File: config.mk
export PLATFORM = sky130hd
export DESIGN_NAME = reg_bank_8x16
export DESIGN_NICKNAME = d
export VERILOG_FILES = /design/src/rtl/reg_bank_8x16_pkg.sv /design/src/rtl/reg_bank_8x16_scoreboard.sv /design/src/rtl/reg_bank_8x16.sv
export SDC_FILE = /design/constraint.sdc
export NUM_CORES = 1
export LEC_CHECK = 0
export CORE_ASPECT_RATIO = 1.1
export CORE_UTILIZATION = 48
export DETAILED_ROUTE_END_ITERATION = 8
export GPL_ROUTABILITY_DRIVEN = 0
export GPL_TIMING_DRIVEN = 0
export PLACE_DENSITY_LB_ADDON = 0.08
export SYNTH_ARGS = -nofsm -noshare
export SYNTH_HDL_FRONTEND = slang
export SYNTH_SLANG_ARGS = --single-unit
File: constraint.sdc
create_clock -name clk -period 7.8 [get_ports clk]
set_clock_uncertainty 0.05 [all_clocks]
set_input_delay 0.78 -clock clk [delete_from_list [all_inputs] [get_ports clk]]
set_output_delay 0.78 -clock clk [all_outputs]
set_load 0.02 [all_outputs]
File: src/rtl/reg_bank_8x16_pkg.sv
// rtl/reg_bank_8x16_pkg.sv - shared constants and types for the 8x16 register bank
package reg_bank_8x16_pkg;

    localparam int REG_ADDR_W = 3;
    localparam int NUM_REGS   = 8;
    localparam int DATA_W     = 16;

    typedef logic [REG_ADDR_W-1:0] reg_idx_t;

    localparam logic [1:0] BE_ALL = 2'b11;

endpackage

File: src/rtl/reg_bank_8x16_scoreboard.sv
// rtl/reg_bank_8x16_scoreboard.sv - per-register load-pending scoreboard with hazard lookups
module reg_bank_8x16_scoreboard
    import reg_bank_8x16_pkg::*;
#(
    parameter int ZERO_REG = 1
) (
    input  logic                  clk,
    input  logic                  rst,
    input  logic                  pend_set,
    input  logic [REG_ADDR_W-1:0] pend_addr,
    input  logic                  wr_en,
    input  logic [REG_ADDR_W-1:0] wr_addr,
    input  logic [REG_ADDR_W-1:0] chk_addr_a,
    input  logic [REG_ADDR_W-1:0] chk_addr_b,
    output logic [NUM_REGS-1:0]   pending,
    output logic                  busy_a,
    output logic                  busy_b
);

    logic [NUM_REGS-1:0] pending_next;

    // Set beats clear: a new load may be issued in the cycle the older one retires.
    always_comb begin
        pending_next = pending;
        for (int i = 0; i < NUM_REGS; i++) begin
            if (pend_set && pend_addr == reg_idx_t'(i) && !(ZERO_REG != 0 && i == 0)) begin
                pending_next[i] = 1'b1;
            end else if (wr_en && wr_addr == reg_idx_t'(i)) begin
                pending_next[i] = 1'b0;
            end
        end
    end

    always_ff @(posedge clk or posedge rst) begin
        if (rst) begin
            pending <= '0;
        end else begin
            pending <= pending_next;
        end
    end

    assign busy_a = pending[chk_addr_a];
    assign busy_b = pending[chk_addr_b];

endmodule

File: src/rtl/reg_bank_8x16.sv
// rtl/reg_bank_8x16.sv - eight 16-bit registers with byte-enabled write and load scoreboard
module reg_bank_8x16
    import reg_bank_8x16_pkg::NUM_REGS;
    import reg_bank_8x16_pkg::REG_ADDR_W;
#(
    parameter int                  DATA_W    = reg_bank_8x16_pkg::DATA_W,
    parameter int                  ZERO_REG  = 1,
    parameter logic [DATA_W-1:0]   RESET_VAL = '0
) (
    input  logic                  clk,
    input  logic                  rst,
    input  logic                  wr_en,
    input  logic [REG_ADDR_W-1:0] wr_addr,
    input  logic [DATA_W-1:0]     wr_data,
    input  logic [1:0]            wr_be,
    input  logic                  pend_set,
    input  logic [REG_ADDR_W-1:0] pend_addr,
    input  logic [REG_ADDR_W-1:0] chk_addr_a,
    input  logic [REG_ADDR_W-1:0] chk_addr_b,
    output logic [DATA_W-1:0]     r0,
    output logic [DATA_W-1:0]     r1,
    output logic [DATA_W-1:0]     r2,
    output logic [DATA_W-1:0]     r3,
    output logic [DATA_W-1:0]     r4,
    output logic [DATA_W-1:0]     r5,
    output logic [DATA_W-1:0]     r6,
    output logic [DATA_W-1:0]     r7,
    output logic [NUM_REGS-1:0]   pending,
    output logic                  busy_a,
    output logic                  busy_b,
    output logic                  stall
);

    logic [DATA_W-1:0] regs [NUM_REGS];
    logic              wr_allowed;

    assign wr_allowed = wr_en && !(ZERO_REG != 0 && wr_addr == '0);

    always_ff @(posedge clk or posedge rst) begin
        if (rst) begin
            for (int i = 0; i < NUM_REGS; i++) begin
                regs[i] <= (ZERO_REG != 0 && i == 0) ? '0 : RESET_VAL;
            end
        end else if (wr_allowed) begin
            if (wr_be[0]) regs[wr_addr][7:0]        <= wr_data[7:0];
            if (wr_be[1]) regs[wr_addr][DATA_W-1:8] <= wr_data[DATA_W-1:8];
        end
    end

    // No bypass: the downstream mux sees the pre-write value during the write cycle.
    assign r0 = (ZERO_REG != 0) ? '0 : regs[0];
    assign r1 = regs[1];
    assign r2 = regs[2];
    assign r3 = regs[3];
    assign r4 = regs[4];
    assign r5 = regs[5];
    assign r6 = regs[6];
    assign r7 = regs[7];

    reg_bank_8x16_scoreboard #(
        .ZERO_REG (ZERO_REG)
    ) u_scoreboard (
        .clk        (clk),
        .rst        (rst),
        .pend_set   (pend_set),
        .pend_addr  (pend_addr),
        .wr_en      (wr_en),
        .wr_addr    (wr_addr),
        .chk_addr_a (chk_addr_a),
        .chk_addr_b (chk_addr_b),
        .pending    (pending),
        .busy_a     (busy_a),
        .busy_b     (busy_b)
    );

    assign stall = busy_a | busy_b;

endmodule

==> summary.txt, run 1 <==
Synth
  • Syn. warnings: 0
  • Register area share after synthesis: 0.615
  • Multiplexer share of the synthesized area: 0.274
  • Synth Instances: around 320
  • Synth area leaders: dfrtp_1 61%, mux2_2 26%, buf_4 2.8%
  • Synth Area in Adders: 0
  • Synth Area in XOR/XNOR: 0
  • Largest area contributor in the netlist: dfrtp_1
  • Post-synth cell types: 28
  • Most used DFF post-synth: dfrtp_1
  • Yosys reg bits: roughly 120
  • Mapped cell area: slightly below 5000 sq um
  • Main combinational cell family by area after synthesis: multiplexers
  • Ys async rst share: 1.00
  • Commonest cells in the netlist: 119 x dfrtp_1, 112 x mux2_2, 18 x buf_4, 12 x o21ai_0
  • Synth Area in Compound Gates: 0.0222
  • Number of synthesized flops with an enable pin: 0
  • Post-synthesis simple-gate area fraction: 0.0558
  • Yosys top cell area share: 0.615
  • Cell with the most instances after synthesis: dfrtp_1
  • Syn_area_per_cell: 15.4 sq um

Drt
  • 1st-iter DRT viols: about 120
  • Vias: roughly 3200
  • Per-cell routed wire length: 18.2 microns
  • Total Wirelength: between 10000 and 15000 microns
  • Vias per inst: approximately 5
  • Final ANT Viol Nets: 0
  • Drt drc: 26
  • Pre-antenna DRT Iters: 6

Timing
  • Hold slack: between 0.4 and 0.5 ns
  • Final Setup Violations: 0
  • TNS Setup: 0 ns
  • Final worst setup slack: between 4 and 5 ns
  • Pins Over Slew Limit: 0
  • Crit path time final: between 3 and 4 ns
  • Worst Max-Slew Pin Slew: roughly 0.76 ns
  • RSZ-0062 raised after global routing: no
  • Max Fclk: between 200 and 300 MHz
  • Final Hold Vio Count: 0
  • Max-slew headroom: 0.496
  • Final worst path period share: 0.450

Setup path
  • R2r setup slk: roughly 7.0 ns
  • Setup CP Type: primary input to primary output
  • WP data required: 6.97 ns
  • RR Endpoint: r5[8]$_DFFE_PP0P_
  • Kind of end point of the critical path: primary output
  • Worst EP arrival: 2.68 ns
  • R2R depth: 1
  • Setup crit start kind: primary input
  • Worst r2r src: r5[8]$_DFFE_PP0P_
  • Worst Path Max Fanout: 4

Clock network
  • Clock sink count: between 100 and 150
  • Clk root buf: clkbuf_8
  • CTS tree: yes
  • Clock Pin Slew Worst Setup and Hold Paths: around 0.060 ns
  • Worst skew pair latency: 0.52 ns
  • H-tree Lvls: 4
  • Post-CTS setup buffers: 0
  • Total CTS buffers: 17
  • Hold Buf Count CTS: 0
  • Cts repair resizes: 0
  • Clock Tree Buf Depth: 2

Run status
  • Outcome: complete, but fails checks
  • Failing checks: DRC

Layout
  • Area Overhead vs Synth: 49.0%
  • Sequential cell area: 2980 sq um
  • Nets: roughly 540
  • Final core occ: 0.734
  • Antenna cells: 0
  • Multi-input logic area: ~1800 sq um
  • Layout cells sized above 1: 0.345
  • Layout Cells excl Fill: 636
  • FILL cells: 701
  • Final instance area: approximately 7200 sq um

Global route
  • Vias in the first global route: 3393
  • Largest net degree at the start of global routing: 61
  • First-pass GRT wire length: 18300 microns
  • Initial antenna violation count: 0
  • Global Route Usage Sum: 0.235
  • GR Overflow Total: 0

Floorplanning
  • Io pins: 173
  • Core footprint: around 9800 sq um
  • Number of core rows: 38
  • Die Span X: between 90 and 100 microns
  • Initial Utilization: 0.492
  • Die height: 107 microns
  • Die area: 10500 sq um

Placement
  • Port bufs: 154
  • Post-DP Area: roughly 6600 sq um
  • Placed Cells: between 600 and 700
  • HPWL after DPL: 7910 microns
  • DP Worst Slack: approximately 4.3 ns

Min path
  • WHS Path Cells: 1
  • Hold Path Class: flip-flop to flip-flop
  • Hold Path Sink: r6[2]$_DFFE_PP0P_
  • Worst Hold Launch: r6[2]$_DFFE_PP0P_

Job
  • Max cap viols: 0

Pwr
  • Leak: around 3.1 nW
  • Pwr Total: 2.33 mW
  • Peak VDD IR: between 150 and 200 uV
  • Pwr dens: around 320 nW/um^2
[final cells by class]
cell class | count | area share
inverter | 2 | 0.00139
sequential | 119 | 0.412
tap | 120 | 0.0208
clock buffer | 22 | 0.0655
timing repair buffer | 155 | 0.217
clock inverter | 8 | 0.0168
multi-input combinational | 190 | 0.245
buffer | 20 | 0.0210
[worst max path at each step]
stage          slack, ns           endpoint     startpoint
5_1_grt             4.19              stall  chk_addr_b[2]
3_3_place_gp        2.29  r2[1]$_DFFE_PP0P_            rst
3_5_place_dp        4.31              stall  chk_addr_b[2]
6_report            4.29              stall  chk_addr_b[2]
4_1_cts             4.30              stall  chk_addr_b[2]
2_1_floorplan       3.81  r1[0]$_DFFE_PP0P_            rst
[placed cells by master, fill, tap and decap left out, types with 2 or more instances in the layout]
| cell | instances |
|---|---|
| a221oi_1 | 2 |
| buf_4 | 18 |
| bufinv_16 | 3 |
| clkbuf_16 | 16 |
| clkbuf_8 | 5 |
| clkdlybuf4s50_1 | 154 |
| clkinv_2 | 3 |
| conb_1 | 17 |
| dfrtp_1 | 119 |
| mux2_1 | 5 |
| mux2_2 | 112 |
| nand2_1 | 5 |
| nand2b_1 | 8 |
| nor2_2 | 8 |
| nor2b_1 | 2 |
| nor3_4 | 5 |
| o21ai_0 | 12 |
| o31ai_1 | 2 |
[report_power, final]
part           switching, mW  internal (mW)  total (mW)
sequential            0.0784          0.761       0.839
clock                  0.266          0.515       0.782
combinational          0.339          0.372       0.711
[layer usage]
| metal | part of all wire | wire length, microns | global-route usage | vias up |
|---|---|---|---|---|
| li1 | - | - | - | 1475 |
| met2 | 0.50 | 5800 | 0.392 | 118 |
| met1 | 0.42 | 4810 | 0.274 | 1611 |
| met3 | 0.073 | 842 | 0.0916 | 12 |
| met4 | 0.011 | 129 | 0.0931 | 0 |
| met5 | 0 | 0 | 0 | - |
[flip-flops by register name, indices dropped and copies added, names as in the netlist]
signal,flops
u_scoreboard.pending,7
r6,16
r7,16
r3,16
r4,16
r2,16
r5,16
r1,16
[worst max-delay path: stages]
cell and delay, ns:
clkdlybuf4s50_1 0.52, mux2_2 0.35, a221oi_1 0.35, o32ai_1 0.13, clkdlybuf4s50_1 0.56
[cells by family (layout without fill, tap and decap cells)]
kind of cell,after synthesis,after routing
other cells,1,17
flops,119,119
compound gates,18,18
simple gates,37,37
mux,118,118
buf+inv,22,207
No activity file was read; power rests on OpenSTA's default activity.
==> inputs of run 2 (changes only) <==
CORE_UTILIZATION = 45   (was 48)
clock period = 3.25 ns   (was 7.8 ns; I/O delays follow)
==> run 2 against run 1 <==
  * The flow now finishes without violations
  * Largest cell class unchanged
  * Register-to-register slack got worse by 4.6 ns
  * First-iteration DRC count is 27% lower
  * Clock-buffer cell count down 4
  * Non-clock buffer count increased by 2
  * Die area up 6.5%
  * Flip-flop and latch count unchanged
  * Combinational power is 140% higher
  * Clock power up 150%
==> summary.txt, run 2 (synthesized netlist as in run 1, its figures left out) <==
Setup path
  • WP data required: ~2.9 ns
  • Worst r2r src: r2[13]$_DFFE_PP0P_
  • R2r setup slk: 2.39 ns
  • CP max-delay cell: clkdlybuf4s50_1
  • RR Endpoint: r2[13]$_DFFE_PP0P_
  • Worst Path Max Fanout: 4
  • R2R depth: 1
  • CP cell instances: clkdlybuf4s50_1 -> mux2_2 -> a221oi_1 -> o32ai_1 -> clkdlybuf4s50_1
  • Most frequent CP cell: clkdlybuf4s50_1
  • Kind of end point of the critical path: primary output
  • Worst EP arrival: 2.21 ns
  • Slowest stage delay, CP: 0.56 ns
  • Setup crit start kind: primary input
  • Setup CP Type: primary input to primary output

Placement
  • Port bufs: between 150 and 200
  • HPWL after DPL: 7920 microns

Layout
  • Area Overhead vs Synth: 50.8%
  • Multi-input logic area: roughly 1800 sq um
  • FILL cells: around 790
  • Layout cells sized above 1: 0.349
  • Commonest cells after routing, fill and taps aside: 154 x clkdlybuf4s50_1, 119 x dfrtp_1, 112 x mux2_2
  • Commonest non-fill, non-tap cell in the layout: clkdlybuf4s50_1
  • Sequential cell area: roughly 3000 sq um
  • Antenna cells: 0
  • Nets: about 540

Clock network
  • Worst skew pair latency: ~0.4 ns
  • Post-CTS setup buffers: 0
  • CTS tree: yes
  • Clock Tree Buf Depth: 2
  • Clock sink count: around 120
  • Total CTS buffers: 17
  • Hold Buf Count CTS: 0
  • Cts repair resizes: 0
  • Clock Pin Slew Worst Setup and Hold Paths: around 0.06 ns
  • H-tree Lvls: 4
  • Clk root buf: clkbuf_16

Floorplanning
  • Initial Utilization: 0.464
  • Die Span X: around 100 microns
  • Die height: between 100 and 150 microns
  • Io pins: about 170
  • Core footprint: about 10000 sq um
  • Die area: between 10000 and 15000 sq um
  • Number of core rows: 39

Timing
  • Max Fclk: 386 MHz
  • Final Setup Violations: 0
  • Final Hold Vio Count: 0
  • TNS Setup: 0 ns
  • Worst Max-Slew Pin Slew: just under 0.6 ns
  • Crit path time final: between 2 and 3 ns
  • Final worst path period share: 0.797
  • Pins Over Slew Limit: 0
  • Hold slack: roughly 0.24 ns
  • RSZ-0062 raised after global routing: no
  • Max-slew headroom: 0.611

Drt
  • Pre-antenna DRT Iters: 5
  • Drt drc: 0
  • Per-cell routed wire length: around 17 microns
  • Vias: 3232
  • Total Wirelength: approximately 11000 microns
  • Vias per inst: 4.89
  • 1st-iter DRT viols: 87
  • Final ANT Viol Nets: 0

Pwr
  • Peak VDD IR: about 470 uV
  • Leak: between 3 and 4 nW
  • Pwr dens: slightly below 800 nW/um^2

Global route
  • First-pass GRT wire length: around 18000 microns
  • Initial antenna violation count: 0
  • Vias in the first global route: ~3400
  • Global Route Usage Sum: 0.218
  • GR Overflow Total: 0
  • Largest net degree at the start of global routing: 43

Run status
  • Outcome: finished clean

Min path
  • Hold Path Class: primary input to async pin

Job
  • Max cap viols: 0
==> run 2: changes by cell type in the layout (fill, tap and decap cells not counted), sizes merged <==
cell,delta
clkbuf,-4
inv,-1
clkinv,-2
clkinvlp,+6
buf,+2
bufinv,+1
==> run 2: worst max-delay path by stage <==
| stage | start | to | depth (start not counted) |
|---|---|---|---|
| after detailed placement | chk_addr_b[2] | stall | 5 |
| after CTS | chk_addr_b[2] | stall | 5 |
| after global routing | chk_addr_b[2] | stall | 5 |
| after floorplan | rst | r1[0]$_DFFE_PP0P_ | 1 |
| final | chk_addr_b[2] | stall | 5 |
| after global placement | rst | u_scoreboard.pending[5]$_DFFE_PP0P_ | 2 |
==> run 2: power by group <==
part           switching (mW)  leakage [nW]  internal, mW  total (mW)
clock                   0.637         0.282          1.29        1.93
combinational           0.807          1.38         0.897        1.70
sequential              0.188          1.46          1.83        2.01
total                    1.63          3.12          4.01        5.64
==> run 2: metrics by stage <==
step	setup slack (ns)	power [mW]	std cells	area [sq um]	utilization
2_1_floorplan	1.42	2.85	331	4910	-
3_3_place_gp	0.341	3.70	628	6630	0.635
3_5_place_dp	0.670	3.75	631	6690	0.641
4_1_cts	0.655	5.70	661	7310	0.700
5_1_grt	0.527	5.89	661	7310	0.700
6_report	0.661	5.64	661	7310	0.700
==> run 2: cell type report <==
type / count / area share
Sequential cell: 119 / 0.407
Multi-Input combinational cell: 190 / 0.242
Timing Repair Buffer: 157 / 0.219
Clock buffer: 18 / 0.0601
Clock inverter: 12 / 0.0245
Tap cell: 143 / 0.0245
Buffer: 20 / 0.0207
Inverter: 2 / 0.00154
==> run 2: worst max-delay path, delay by kind of cell <==
kind | cells | cell delay (ns)
mux | 1 | 0.34
compound gates | 2 | 0.45
buf+inv | 2 | 1.09
==> run 2: per-layer routing <==
metal  wire (microns)  global-route usage  vias up
li1                 -                   -     1478
met1             4610               0.269     1618
met2             5580               0.340      118
met3              876              0.0832       18
met4              224              0.0937        0
met5                0                   0        -
==> inputs of run 3 (changes only) <==
clock period = 2.54 ns   (was 3.25 ns; I/O delays follow)
==> run 3 against run 2 <==
  * Largest power group unchanged
  * Sequential share of layout area barely moved
  * Critical path type unchanged
  * Highest routed layer unchanged
  * Design area barely moved
  * Combinational power rose by 28%
  * Flip-flop and latch count did not move
  * Hold slack got worse by 0.071 ns
  * Critical path depth did not move
==> summary.txt, run 3 (synthesized netlist as in run 1, its figures left out) <==
Clock network
  • Worst skew pair latency: ~0.40 ns
  • CTS tree: yes
  • Hold Buf Count CTS: 0
  • Cts repair resizes: 0
  • Clock Tree Buf Depth: 2
  • Clock sink count: 119
  • Clk root buf: clkbuf_16
  • H-tree Lvls: 4
  • Total CTS buffers: 17
  • Post-CTS setup buffers: 0
  • Clock Pin Slew Worst Setup and Hold Paths: 0.06 ns

Drt
  • Vias: roughly 3200
  • Per-cell routed wire length: ~17 microns
  • Pre-antenna DRT Iters: 5
  • 1st-iter DRT viols: ~80
  • Total Wirelength: between 10000 and 15000 microns
  • Final ANT Viol Nets: 0
  • Drt drc: 0
  • Vias per inst: just under 5

Placement
  • DP Worst Slack: 0.102 ns
  • HPWL after DPL: 7920 microns
  • Port bufs: about 150

Job
  • Max cap viols: 0

Timing
  • RSZ-0062 raised after global routing: no
  • Final worst setup slack: 0.153 ns
  • Final worst path period share: 0.940
  • Final Setup Violations: 0
  • Pins Over Slew Limit: 0
  • Crit path time final: 2.39 ns
  • Max Fclk: about 420 MHz
  • Max-slew headroom: 0.611
  • Final Hold Vio Count: 0
  • Worst Max-Slew Pin Slew: between 0.5 and 0.6 ns

Layout
  • Sequential cell area: 2980 sq um
  • Area Overhead vs Synth: 50.9%
  • Antenna cells: 0
  • Commonest cells after routing, fill and taps aside: 153 x clkdlybuf4s50_1, 119 x dfrtp_1, 112 x mux2_2
  • Commonest non-fill, non-tap cell in the layout: clkdlybuf4s50_1
  • Multi-input logic area: between 1500 and 2000 sq um
  • Nets: 541
  • FILL cells: between 700 and 800
  • Layout cells sized above 1: 0.349

Floorplanning
  • Initial Utilization: 0.464
  • Core footprint: roughly 10000 sq um
  • Die Span X: approximately 100 microns
  • Io pins: 173
  • Die area: roughly 11000 sq um
  • Number of core rows: 39
  • Die height: around 110 microns

Global route
  • First-pass GRT wire length: approximately 18000 microns
  • Global Route Usage Sum: 0.218
  • GR Overflow Total: 0
  • Initial antenna violation count: 0
  • Vias in the first global route: 3353
  • Largest net degree at the start of global routing: 43

Min path
  • Hold Path Class: primary input to async pin

Setup path
  • Worst EP arrival: around 2.1 ns
  • Setup CP Type: primary input to primary output
  • Setup crit start kind: primary input
  • Kind of end point of the critical path: primary output
  • WP data required: 2.24 ns
  • Worst Path Max Fanout: 4
  • R2R depth: 1

Run status
  • Outcome: finished clean

Pwr
  • Peak VDD IR: about 600 uV
  • Pwr Total: between 7 and 8 mW
  • Pwr dens: 988 nW/um^2
  • Leak: approximately 3.1 nW
-- run 3: critical path, stage by stage --
cell and delay, ns:
clkdlybuf4s50_1 0.53, mux2_2 0.34, a221oi_1 0.34, nor2_1 0.08, clkdlybuf4s50_1 0.54
-- run 3: area by class of cell --
cell class | count | area share
plain buffers | 20 | 0.0207
well taps | 143 | 0.0245
inverters | 2 | 0.00154
clock buffers | 18 | 0.0601
repair buffers | 157 | 0.219
clock inverters | 12 | 0.0245
multi-input cells | 190 | 0.242
flip-flops and latches | 119 | 0.407
-- run 3: layer usage --
layer	vias up	share of wire	global-route usage
met5	-	0	0
met4	0	0.020	0.0937
met3	18	0.078	0.0832
met2	118	0.49	0.340
met1	1616	0.41	0.269
li1	1478	-	-
-- run 3: path summary, 6_finish.rpt --
kind                            slack [ns]                                  end                from
worst min register to register        0.43                    r6[3]$_DFFE_PP0P_   r6[3]$_DFFE_PP0P_
min in group clk                      0.18  u_scoreboard.pending[1]$_DFFE_PP0P_          wr_addr[1]
worst max register to register        1.68                   r2[13]$_DFFE_PP0P_  r2[13]$_DFFE_PP0P_
worst max-delay path                  0.15                               busy_b       chk_addr_b[2]
max in group asynchronous             1.47                   r1[13]$_DFFE_PP0P_                 rst
worst min-delay path                  0.17                    r2[4]$_DFFE_PP0P_                 rst
-- run 3: metrics by stage --
step	hold slack (ns)	TNS (ns)	utilization	instance area (sq um)	std cells
after floorplan	0.300	0	-	4910	331
after global placement	0.418	-34.76	0.635	6630	628
after detailed placement	0.425	0	0.641	6690	631
after CTS	0.168	0	0.700	7310	661
after global routing	0.205	0	0.700	7310	661
final	0.173	0	0.700	7310	661
-- run 3: power by group --
part	leakage (nW)	internal, mW	switching [mW]
logic	1.38	1.15	1.03
registers	1.46	2.34	0.240
clock network	0.282	1.65	0.814
total	3.12	5.13	2.09
